<file path="src/rtl/l2_request_interface_if.sv">
// l2_request_interface_if: L1 miss-queue dequeue, L2 request/response and wake/fill bundle.
// The master modport is the l2_request_interface side, and the slave modport is the environment side.
interface l2_request_interface_if #(
  parameter int IDX_WIDTH = 2,
  parameter int LINE_BITS = 512
);
  logic                 icache_dequeue_ready;
  logic [31:0]          icache_dequeue_addr;
  logic [IDX_WIDTH-1:0] icache_dequeue_idx;
  logic                 icache_dequeue_ack;
  logic                 dcache_dequeue_ready;
  logic [31:0]          dcache_dequeue_addr;
  logic [IDX_WIDTH-1:0] dcache_dequeue_idx;
  logic                 dcache_dequeue_synchronized;
  logic                 dcache_dequeue_ack;
  logic                 l2_request_valid;
  logic                 l2_request_ready;
  logic [31:0]          l2_request_addr;
  logic                 l2_request_unit;
  logic [IDX_WIDTH-1:0] l2_request_idx;
  logic                 l2_request_synchronized;
  logic                 l2_response_valid;
  logic                 l2_response_unit;
  logic [IDX_WIDTH-1:0] l2_response_idx;
  logic                 l2_response_status;
  logic [LINE_BITS-1:0] l2_response_data;
  logic                 icache_response_valid;
  logic                 dcache_response_valid;
  logic [IDX_WIDTH-1:0] response_idx;
  logic                 response_status;
  logic [LINE_BITS-1:0] response_data;
  modport master (
    input  icache_dequeue_ready, icache_dequeue_addr, icache_dequeue_idx,
    output icache_dequeue_ack,
    input  dcache_dequeue_ready, dcache_dequeue_addr, dcache_dequeue_idx, dcache_dequeue_synchronized,
    output dcache_dequeue_ack,
    output l2_request_valid, l2_request_addr, l2_request_unit, l2_request_idx, l2_request_synchronized,
    input  l2_request_ready,
    input  l2_response_valid, l2_response_unit, l2_response_idx, l2_response_status, l2_response_data,
    output icache_response_valid, dcache_response_valid, response_idx, response_status, response_data
  );
  modport slave (
    output icache_dequeue_ready, icache_dequeue_addr, icache_dequeue_idx,
    input  icache_dequeue_ack,
    output dcache_dequeue_ready, dcache_dequeue_addr, dcache_dequeue_idx, dcache_dequeue_synchronized,
    input  dcache_dequeue_ack,
    input  l2_request_valid, l2_request_addr, l2_request_unit, l2_request_idx, l2_request_synchronized,
    output l2_request_ready,
    output l2_response_valid, l2_response_unit, l2_response_idx, l2_response_status, l2_response_data,
    input  icache_response_valid, dcache_response_valid, response_idx, response_status, response_data
  );
endinterface

</file>
<file path="src/rtl/l2_request_interface.sv">
// l2_request_interface: round-robin I/D miss arbitration into a single registered L2 request slot with credit limit.
// Optional L2_REQUEST_STATS_EN adds stat_requests_issued / stat_credit_stall_cycles counters.
module l2_request_interface #(
  parameter int IDX_WIDTH       = 2,
  parameter int LINE_BITS       = 512,
  parameter int MAX_OUTSTANDING = 8
) (
  input logic clk,
  input logic reset,
  l2_request_interface_if.master bus
`ifdef L2_REQUEST_STATS_EN
  ,
  output logic [31:0] stat_requests_issued,
  output logic [31:0] stat_credit_stall_cycles
`endif
);
  localparam int CW = $clog2(MAX_OUTSTANDING + 1);
  localparam logic [CW:0] MAX_W = (CW + 1)'(MAX_OUTSTANDING);
  logic [CW-1:0]        outstanding_q, outstanding_d;
  logic                 rr_dcache_q, rr_dcache_d;
  logic                 req_valid_q, req_valid_d;
  logic [31:0]          req_addr_q, req_addr_d;
  logic                 req_unit_q, req_unit_d;
  logic [IDX_WIDTH-1:0] req_idx_q, req_idx_d;
  logic                 req_sync_q, req_sync_d;
  logic                 icache_rsp_q, icache_rsp_d;
  logic                 dcache_rsp_q, dcache_rsp_d;
  logic [IDX_WIDTH-1:0] rsp_idx_q, rsp_idx_d;
  logic                 rsp_status_q, rsp_status_d;
  logic [LINE_BITS-1:0] rsp_data_q, rsp_data_d;
  logic                 handshake, credit_ok, can_accept, grant_i, grant_d, grant, clear, dec;
  always_comb begin
    handshake     = req_valid_q && bus.l2_request_ready;
    // the request sitting in the slot already holds a credit
    credit_ok     = ({1'b0, outstanding_q} + {{CW{1'b0}}, req_valid_q}) < MAX_W;
    can_accept    = (!req_valid_q || bus.l2_request_ready) && credit_ok;
    grant_i       = can_accept && bus.icache_dequeue_ready && (!bus.dcache_dequeue_ready || !rr_dcache_q);
    grant_d       = can_accept && bus.dcache_dequeue_ready && (!bus.icache_dequeue_ready || rr_dcache_q);
    grant         = grant_i || grant_d;
    clear         = handshake && !grant;
    rr_dcache_d   = (can_accept && bus.icache_dequeue_ready && bus.dcache_dequeue_ready) ? !rr_dcache_q : rr_dcache_q;
    req_valid_d   = grant || (req_valid_q && !handshake);
    req_addr_d    = grant_i ? bus.icache_dequeue_addr : grant_d ? bus.dcache_dequeue_addr : clear ? '0 : req_addr_q;
    req_idx_d     = grant_i ? bus.icache_dequeue_idx : grant_d ? bus.dcache_dequeue_idx : clear ? '0 : req_idx_q;
    req_unit_d    = grant ? grant_d : clear ? 1'b0 : req_unit_q;
    req_sync_d    = grant ? (grant_d && bus.dcache_dequeue_synchronized) : clear ? 1'b0 : req_sync_q;
    // a stray response at zero must not wrap the counter
    dec           = bus.l2_response_valid && (outstanding_q != '0);
    outstanding_d = outstanding_q + CW'(handshake) - CW'(dec);
    icache_rsp_d  = bus.l2_response_valid && !bus.l2_response_unit;
    dcache_rsp_d  = bus.l2_response_valid && bus.l2_response_unit;
    rsp_idx_d     = bus.l2_response_valid ? bus.l2_response_idx : rsp_idx_q;
    rsp_status_d  = bus.l2_response_valid ? bus.l2_response_status : rsp_status_q;
    rsp_data_d    = bus.l2_response_valid ? bus.l2_response_data : rsp_data_q;
  end
  always_ff @(posedge clk) begin
    if (reset) begin
      outstanding_q <= '0;
      rr_dcache_q   <= 1'b0;
      req_valid_q   <= 1'b0;
      req_addr_q    <= '0;
      req_unit_q    <= 1'b0;
      req_idx_q     <= '0;
      req_sync_q    <= 1'b0;
      icache_rsp_q  <= 1'b0;
      dcache_rsp_q  <= 1'b0;
      rsp_idx_q     <= '0;
      rsp_status_q  <= 1'b0;
      rsp_data_q    <= '0;
    end else begin
      outstanding_q <= outstanding_d;
      rr_dcache_q   <= rr_dcache_d;
      req_valid_q   <= req_valid_d;
      req_addr_q    <= req_addr_d;
      req_unit_q    <= req_unit_d;
      req_idx_q     <= req_idx_d;
      req_sync_q    <= req_sync_d;
      icache_rsp_q  <= icache_rsp_d;
      dcache_rsp_q  <= dcache_rsp_d;
      rsp_idx_q     <= rsp_idx_d;
      rsp_status_q  <= rsp_status_d;
      rsp_data_q    <= rsp_data_d;
    end
  end
  always_ff @(posedge clk) begin
    if (!reset) assert (!(bus.l2_response_valid && outstanding_q == '0));
  end
  assign bus.icache_dequeue_ack      = grant_i;
  assign bus.dcache_dequeue_ack      = grant_d;
  assign bus.l2_request_valid        = req_valid_q;
  assign bus.l2_request_addr         = req_addr_q;
  assign bus.l2_request_unit         = req_unit_q;
  assign bus.l2_request_idx          = req_idx_q;
  assign bus.l2_request_synchronized = req_sync_q;
  assign bus.icache_response_valid   = icache_rsp_q;
  assign bus.dcache_response_valid   = dcache_rsp_q;
  assign bus.response_idx            = rsp_idx_q;
  assign bus.response_status         = rsp_status_q;
  assign bus.response_data           = rsp_data_q;
`ifdef L2_REQUEST_STATS_EN
  logic [31:0] stat_issued_q, stat_issued_d, stat_stall_q, stat_stall_d;
  always_comb begin
    stat_issued_d = stat_issued_q + 32'(handshake);
    stat_stall_d  = stat_stall_q + 32'((bus.icache_dequeue_ready || bus.dcache_dequeue_ready) && !credit_ok);
  end
  always_ff @(posedge clk) begin
    if (reset) begin
      stat_issued_q <= '0;
      stat_stall_q  <= '0;
    end else begin
      stat_issued_q <= stat_issued_d;
      stat_stall_q  <= stat_stall_d;
    end
  end
  assign stat_requests_issued     = stat_issued_q;
  assign stat_credit_stall_cycles = stat_stall_q;
`endif
endmodule

</file>
<file path="src/flat_wrapper.sv">
// flat-port wrapper written by rule: the top's interface ports become plain ports
module l2_request_interface_flat 
#(
  parameter int IDX_WIDTH       = 2,
  parameter int LINE_BITS       = 512,
  parameter int MAX_OUTSTANDING = 8
)
  (clk, reset, bus_icache_dequeue_ready, bus_icache_dequeue_addr, bus_icache_dequeue_idx, bus_icache_dequeue_ack, bus_dcache_dequeue_ready, bus_dcache_dequeue_addr, bus_dcache_dequeue_idx, bus_dcache_dequeue_synchronized, bus_dcache_dequeue_ack, bus_l2_request_valid, bus_l2_request_addr, bus_l2_request_unit, bus_l2_request_idx, bus_l2_request_synchronized, bus_l2_request_ready, bus_l2_response_valid, bus_l2_response_unit, bus_l2_response_idx, bus_l2_response_status, bus_l2_response_data, bus_icache_response_valid, bus_dcache_response_valid, bus_response_idx, bus_response_status, bus_response_data);
  l2_request_interface_if #(.IDX_WIDTH(IDX_WIDTH), .LINE_BITS(LINE_BITS)) bus_i ();
  input logic clk;
  input logic reset;
  input wire logic [$bits(bus_i.icache_dequeue_ready)-1:0] bus_icache_dequeue_ready;
  input wire logic [$bits(bus_i.icache_dequeue_addr)-1:0] bus_icache_dequeue_addr;
  input wire logic [$bits(bus_i.icache_dequeue_idx)-1:0] bus_icache_dequeue_idx;
  output wire logic [$bits(bus_i.icache_dequeue_ack)-1:0] bus_icache_dequeue_ack;
  input wire logic [$bits(bus_i.dcache_dequeue_ready)-1:0] bus_dcache_dequeue_ready;
  input wire logic [$bits(bus_i.dcache_dequeue_addr)-1:0] bus_dcache_dequeue_addr;
  input wire logic [$bits(bus_i.dcache_dequeue_idx)-1:0] bus_dcache_dequeue_idx;
  input wire logic [$bits(bus_i.dcache_dequeue_synchronized)-1:0] bus_dcache_dequeue_synchronized;
  output wire logic [$bits(bus_i.dcache_dequeue_ack)-1:0] bus_dcache_dequeue_ack;
  output wire logic [$bits(bus_i.l2_request_valid)-1:0] bus_l2_request_valid;
  output wire logic [$bits(bus_i.l2_request_addr)-1:0] bus_l2_request_addr;
  output wire logic [$bits(bus_i.l2_request_unit)-1:0] bus_l2_request_unit;
  output wire logic [$bits(bus_i.l2_request_idx)-1:0] bus_l2_request_idx;
  output wire logic [$bits(bus_i.l2_request_synchronized)-1:0] bus_l2_request_synchronized;
  input wire logic [$bits(bus_i.l2_request_ready)-1:0] bus_l2_request_ready;
  input wire logic [$bits(bus_i.l2_response_valid)-1:0] bus_l2_response_valid;
  input wire logic [$bits(bus_i.l2_response_unit)-1:0] bus_l2_response_unit;
  input wire logic [$bits(bus_i.l2_response_idx)-1:0] bus_l2_response_idx;
  input wire logic [$bits(bus_i.l2_response_status)-1:0] bus_l2_response_status;
  input wire logic [$bits(bus_i.l2_response_data)-1:0] bus_l2_response_data;
  output wire logic [$bits(bus_i.icache_response_valid)-1:0] bus_icache_response_valid;
  output wire logic [$bits(bus_i.dcache_response_valid)-1:0] bus_dcache_response_valid;
  output wire logic [$bits(bus_i.response_idx)-1:0] bus_response_idx;
  output wire logic [$bits(bus_i.response_status)-1:0] bus_response_status;
  output wire logic [$bits(bus_i.response_data)-1:0] bus_response_data;
  assign bus_i.icache_dequeue_ready = bus_icache_dequeue_ready;
  assign bus_i.icache_dequeue_addr = bus_icache_dequeue_addr;
  assign bus_i.icache_dequeue_idx = bus_icache_dequeue_idx;
  assign bus_icache_dequeue_ack = bus_i.icache_dequeue_ack;
  assign bus_i.dcache_dequeue_ready = bus_dcache_dequeue_ready;
  assign bus_i.dcache_dequeue_addr = bus_dcache_dequeue_addr;
  assign bus_i.dcache_dequeue_idx = bus_dcache_dequeue_idx;
  assign bus_i.dcache_dequeue_synchronized = bus_dcache_dequeue_synchronized;
  assign bus_dcache_dequeue_ack = bus_i.dcache_dequeue_ack;
  assign bus_l2_request_valid = bus_i.l2_request_valid;
  assign bus_l2_request_addr = bus_i.l2_request_addr;
  assign bus_l2_request_unit = bus_i.l2_request_unit;
  assign bus_l2_request_idx = bus_i.l2_request_idx;
  assign bus_l2_request_synchronized = bus_i.l2_request_synchronized;
  assign bus_i.l2_request_ready = bus_l2_request_ready;
  assign bus_i.l2_response_valid = bus_l2_response_valid;
  assign bus_i.l2_response_unit = bus_l2_response_unit;
  assign bus_i.l2_response_idx = bus_l2_response_idx;
  assign bus_i.l2_response_status = bus_l2_response_status;
  assign bus_i.l2_response_data = bus_l2_response_data;
  assign bus_icache_response_valid = bus_i.icache_response_valid;
  assign bus_dcache_response_valid = bus_i.dcache_response_valid;
  assign bus_response_idx = bus_i.response_idx;
  assign bus_response_status = bus_i.response_status;
  assign bus_response_data = bus_i.response_data;
  l2_request_interface #(.IDX_WIDTH(IDX_WIDTH), .LINE_BITS(LINE_BITS), .MAX_OUTSTANDING(MAX_OUTSTANDING)) u_core (.clk(clk), .reset(reset), .bus(bus_i));
endmodule
</file>
<file path="config.mk">
export PLATFORM = sky130hd
export DESIGN_NAME = l2_request_interface_flat
export DESIGN_NICKNAME = d
export VERILOG_FILES = /design/src/rtl/l2_request_interface_if.sv /design/src/rtl/l2_request_interface.sv /design/src/flat_wrapper.sv
export SDC_FILE = /design/constraint.sdc
export NUM_CORES = 1
export LEC_CHECK = 0
export ABC_AREA = 1
export BUFFER_PORTS_ARGS = -buffer_cell sky130_fd_sc_hd__buf_2
export CAP_MARGIN = 20
export CORE_AREA = 2 2 449 451
export CTS_CLUSTER_SIZE = 10
export DETAILED_ROUTE_END_ITERATION = 16
export DIE_AREA = 0 0 451 453
export MAX_ROUTING_LAYER = met4
export SETUP_SLACK_MARGIN = 0.05
export SLEW_MARGIN = 10
export SYNTH_ARGS = -nofsm -noshare
export SYNTH_HDL_FRONTEND = slang
export SYNTH_SLANG_ARGS = --single-unit
</file>
<file path="constraint.sdc">
create_clock -name clk -period 6.5 [get_ports clk]
set_clock_uncertainty 0.05 [all_clocks]
set_input_delay 0.325 -clock clk [delete_from_list [all_inputs] [get_ports clk]]
set_output_delay 0.325 -clock clk [all_outputs]
set_load 0.005 [all_outputs]
</file>
==> flow_summary.yaml <==
worst_setup_path:
  critPathMaxFanout: 38
  worst-setup-path-type: "reg -> out"
  rr_worst_depth: 12
  crit_path_start: "u_core.outstanding_q[1]"
  cp.required_ns: 6.12
  endpoint_kind: "output port"
  worstSetupStartpointType: "flip-flop"
  r2r_start: "u_core.outstanding_q[1]"
  arrival_ns: 2.92
synthesis:
  yosys_most_used_dff: "dfxtp_1"
  synth_edf_count: 0
  synth_cells: 2642
  syn-num-nets: 3241
  synth_seq_cells: 559
  yosysWarningCount: 0
  seq_area_frac_synth: 0.557
  syn-mean-instance-area_sq_um: 7.60
  synthArstFlopShare: 0
  syn_area_sq_um: 20100
  ys_types: 24
floorplanning:
  dieArea_sq_um: 204000
  ioPinCount: 1147
  initial_core_util: 0.101
  rows: 164
  die_w_microns: 451
  die_y_microns: 453
  coreArea_sq_um: 199000
sta:
  setup_viol: 0
  worstMarginPinSlew_ns: 1.10
  layout_setup_ws_ns: 3.21
  whs_ns: 0.109
  slew_headroom: 0.267
  clock.fmax_mhz: 304
  period_needed_ns: 3.29
  finalHoldViolations: 0
  fin_tns_setup_ns: 0
  rsz0062_at_grt: "false"
  drv_slew: 0
  post-route-period-util: 0.507
routing:
  met3_length_microns: 24000
  top_layer_used: "met4"
  met1Wirelength_microns: 63900
  route.detailed.drc: 0
  vias: 25933
  met2_length_microns: 68900
  first_iter_violations: 2438
  wire_per_inst_microns: 23.8
  viasPerCell: 3.68
  ant_nets: 0
  wl_microns: 168000
  dr.pass1.iters: 7
global_routing:
  grt_overflow_total: 0
  grt_start_max_net_pins: 258
  grt_pass1_vias: 25193
  grtUsageTotal: 0.161
  antenna_found_initial: 109
  grt_pass1_wl_microns: 217000
finish:
  seqCellArea_sq_um: 11200
  multi_input_area_sq_um: 7790
  fin_nets: 4872
  syn2layout_area_growth_pct: 83.5
  fillCellCount: 22301
  drive_gt1_frac: 0.296
run_status:
  status: "finished, final reports clean"
power:
  p_seq_frac: 0.383
  p_comb_frac: 0.211
  p_int_mw: 6.92
  p_switching_mw: 3.23
  power_mw: 10.2
  leakagePower_nw: 17.2
  ir_worst_vdd_uv: 182
  power_density_nw_per_um2: 275
  p_sw_frac: 0.318
  clkPwrFrac: 0.406
clock_tree:
  h-tree-depth: 3
  clk_latency_ns: 0.72
  holdBufCountCts: 590
  cts_tree: "done"
  path_clk_slew_ns: 0.05
  cts_setup_buffers: 0
  cts_max_path_buffers: 3
  ctsResizeCount: 0
  clock-sinks: 559
  cts_inserted_buffers: 75
  clock-root-buffer: "clkbuf_16"
min_path:
  min_from: "bus_l2_response_valid"
  hold_depth: 3
  hp-class: "in -> reg"
place:
  place_ws_ns: 3.40
  place.gp.congestion: 1.04
  hpwlAfterDp_microns: 137000
  portBuffers: 1146
job:
  drv_cap: 0
==> layer usage <==
layer,vias to the layer above,GRT usage
met2,1515,0.224
met5,-,-
met4,0,0.0944
met1,12195,0.176
li1,11780,-
met3,443,0.0922
==> placed cells by master, fill, tap and decap left out, types with 5 or more instances in the layout <==
master / count
clkbuf_1: 13
clkinv_2: 8
clkbuf_8: 9
clkinvlp_4: 5
ha_1: 7
buf_2: 1145
diode_2: 71
o21ai_0: 476
a21oi_1: 5
nand2_1: 112
clkbuf_16: 75
inv_1: 49
buf_4: 15
dfxtp_1: 559
dlygate4sd3_1: 590
nand4_1: 38
nand3_1: 36
nor2_1: 1106
o21ai_1: 43
==> layout make-up <==
cell class                 instances  share of cell area
tap                             2656              0.0902
clock inverter                    24             0.00852
clock buffer                      97              0.0556
timing repair buffer            1753               0.320
sequential                       559               0.304
antenna                           71             0.00482
inverter                          52             0.00570
multi-input combinational       1832               0.211
==> cell families (layout without fill, tap and decap cells) <==
| logic type | count (synthesis) | after routing | synth area share |
|---|---|---|---|
| buf+inv | 251 | 1926 | 0.0552 |
| xor+xnor | 1 | 1 | 0.000436 |
| flops | 559 | 559 | 0.557 |
| compound gates | 527 | 527 | 0.132 |
| fa+ha+maj | 8 | 8 | 0.00536 |
| simple gates | 1296 | 1296 | 0.250 |
| other cells | 0 | 71 | 0 |
==> worst paths after layout <==
check             slack [ns]                            end
setup / recovery        3.21         bus_dcache_dequeue_ack
hold / removal          0.11  u_core.bus.response_data[321]
setup reg to reg        3.26  u_core.bus.l2_request_addr[8]
hold reg to reg         0.43  u_core.bus.response_data[179]
==> flip-flops by register name (all words and copies together) (netlist names), 2 cells and up <==
| name | cells |
|---|---|
| u_core.bus.response_idx | 2 |
| u_core.bus.l2_request_idx | 2 |
| u_core.bus.response_data | 512 |
| u_core.bus.l2_request_addr | 32 |
| u_core.outstanding_q | 4 |
==> per-stage QoR <==
stage / instance area (sq um) / std cells / util
after floorplan: 20100 / 2642 / -
after global placement: 28400 / 6262 / 0.143
after detailed placement: 28400 / 6262 / 0.143
after CTS: 36700 / 6973 / 0.184
after global routing: 36800 / 7041 / 0.185
final: 36900 / 7044 / 0.185
==> critical path, cell delays in order, from the launching register on <==
cell	delay, ns
dfxtp_1	0.37
ha_1	0.23
nand3_1	0.10
nor2_1	0.05
nor2_1	0.17
nand3_2	0.10
buf_4	0.30
inv_2	0.61
buf_2	0.24
==> power by group through the flow <==
stage | Sequential, mW | Clock, mW | Combinational (mW)
2_1_floorplan | 3.96 | 0 | 0.713
3_3_place_gp | 3.94 | 0 | 1.72
3_5_place_dp | 3.95 | 0 | 1.74
4_1_cts | 3.88 | 4.25 | 2.15
5_1_grt | 3.91 | 4.36 | 2.34
6_report | 3.89 | 4.12 | 2.14
==> cell usage after synthesis (2+ instances only) <==
cell type,number,area share
inv_1,50,0.0093
nor2_4,2,0.0011
buf_2,58,0.014
inv_2,2,0.00037
nand2_1,112,0.021
buf_1,5,0.00093
o21ai_1,43,0.011
dfxtp_1,559,0.56
nand3_1,36,0.0090
nand4_1,38,0.012
ha_1,7,0.0044
buf_4,23,0.0086
clkbuf_1,112,0.021
o21ai_0,476,0.12
nor2_1,1106,0.21
a21oi_1,5,0.0012
(Power assumes the default switching activity.)
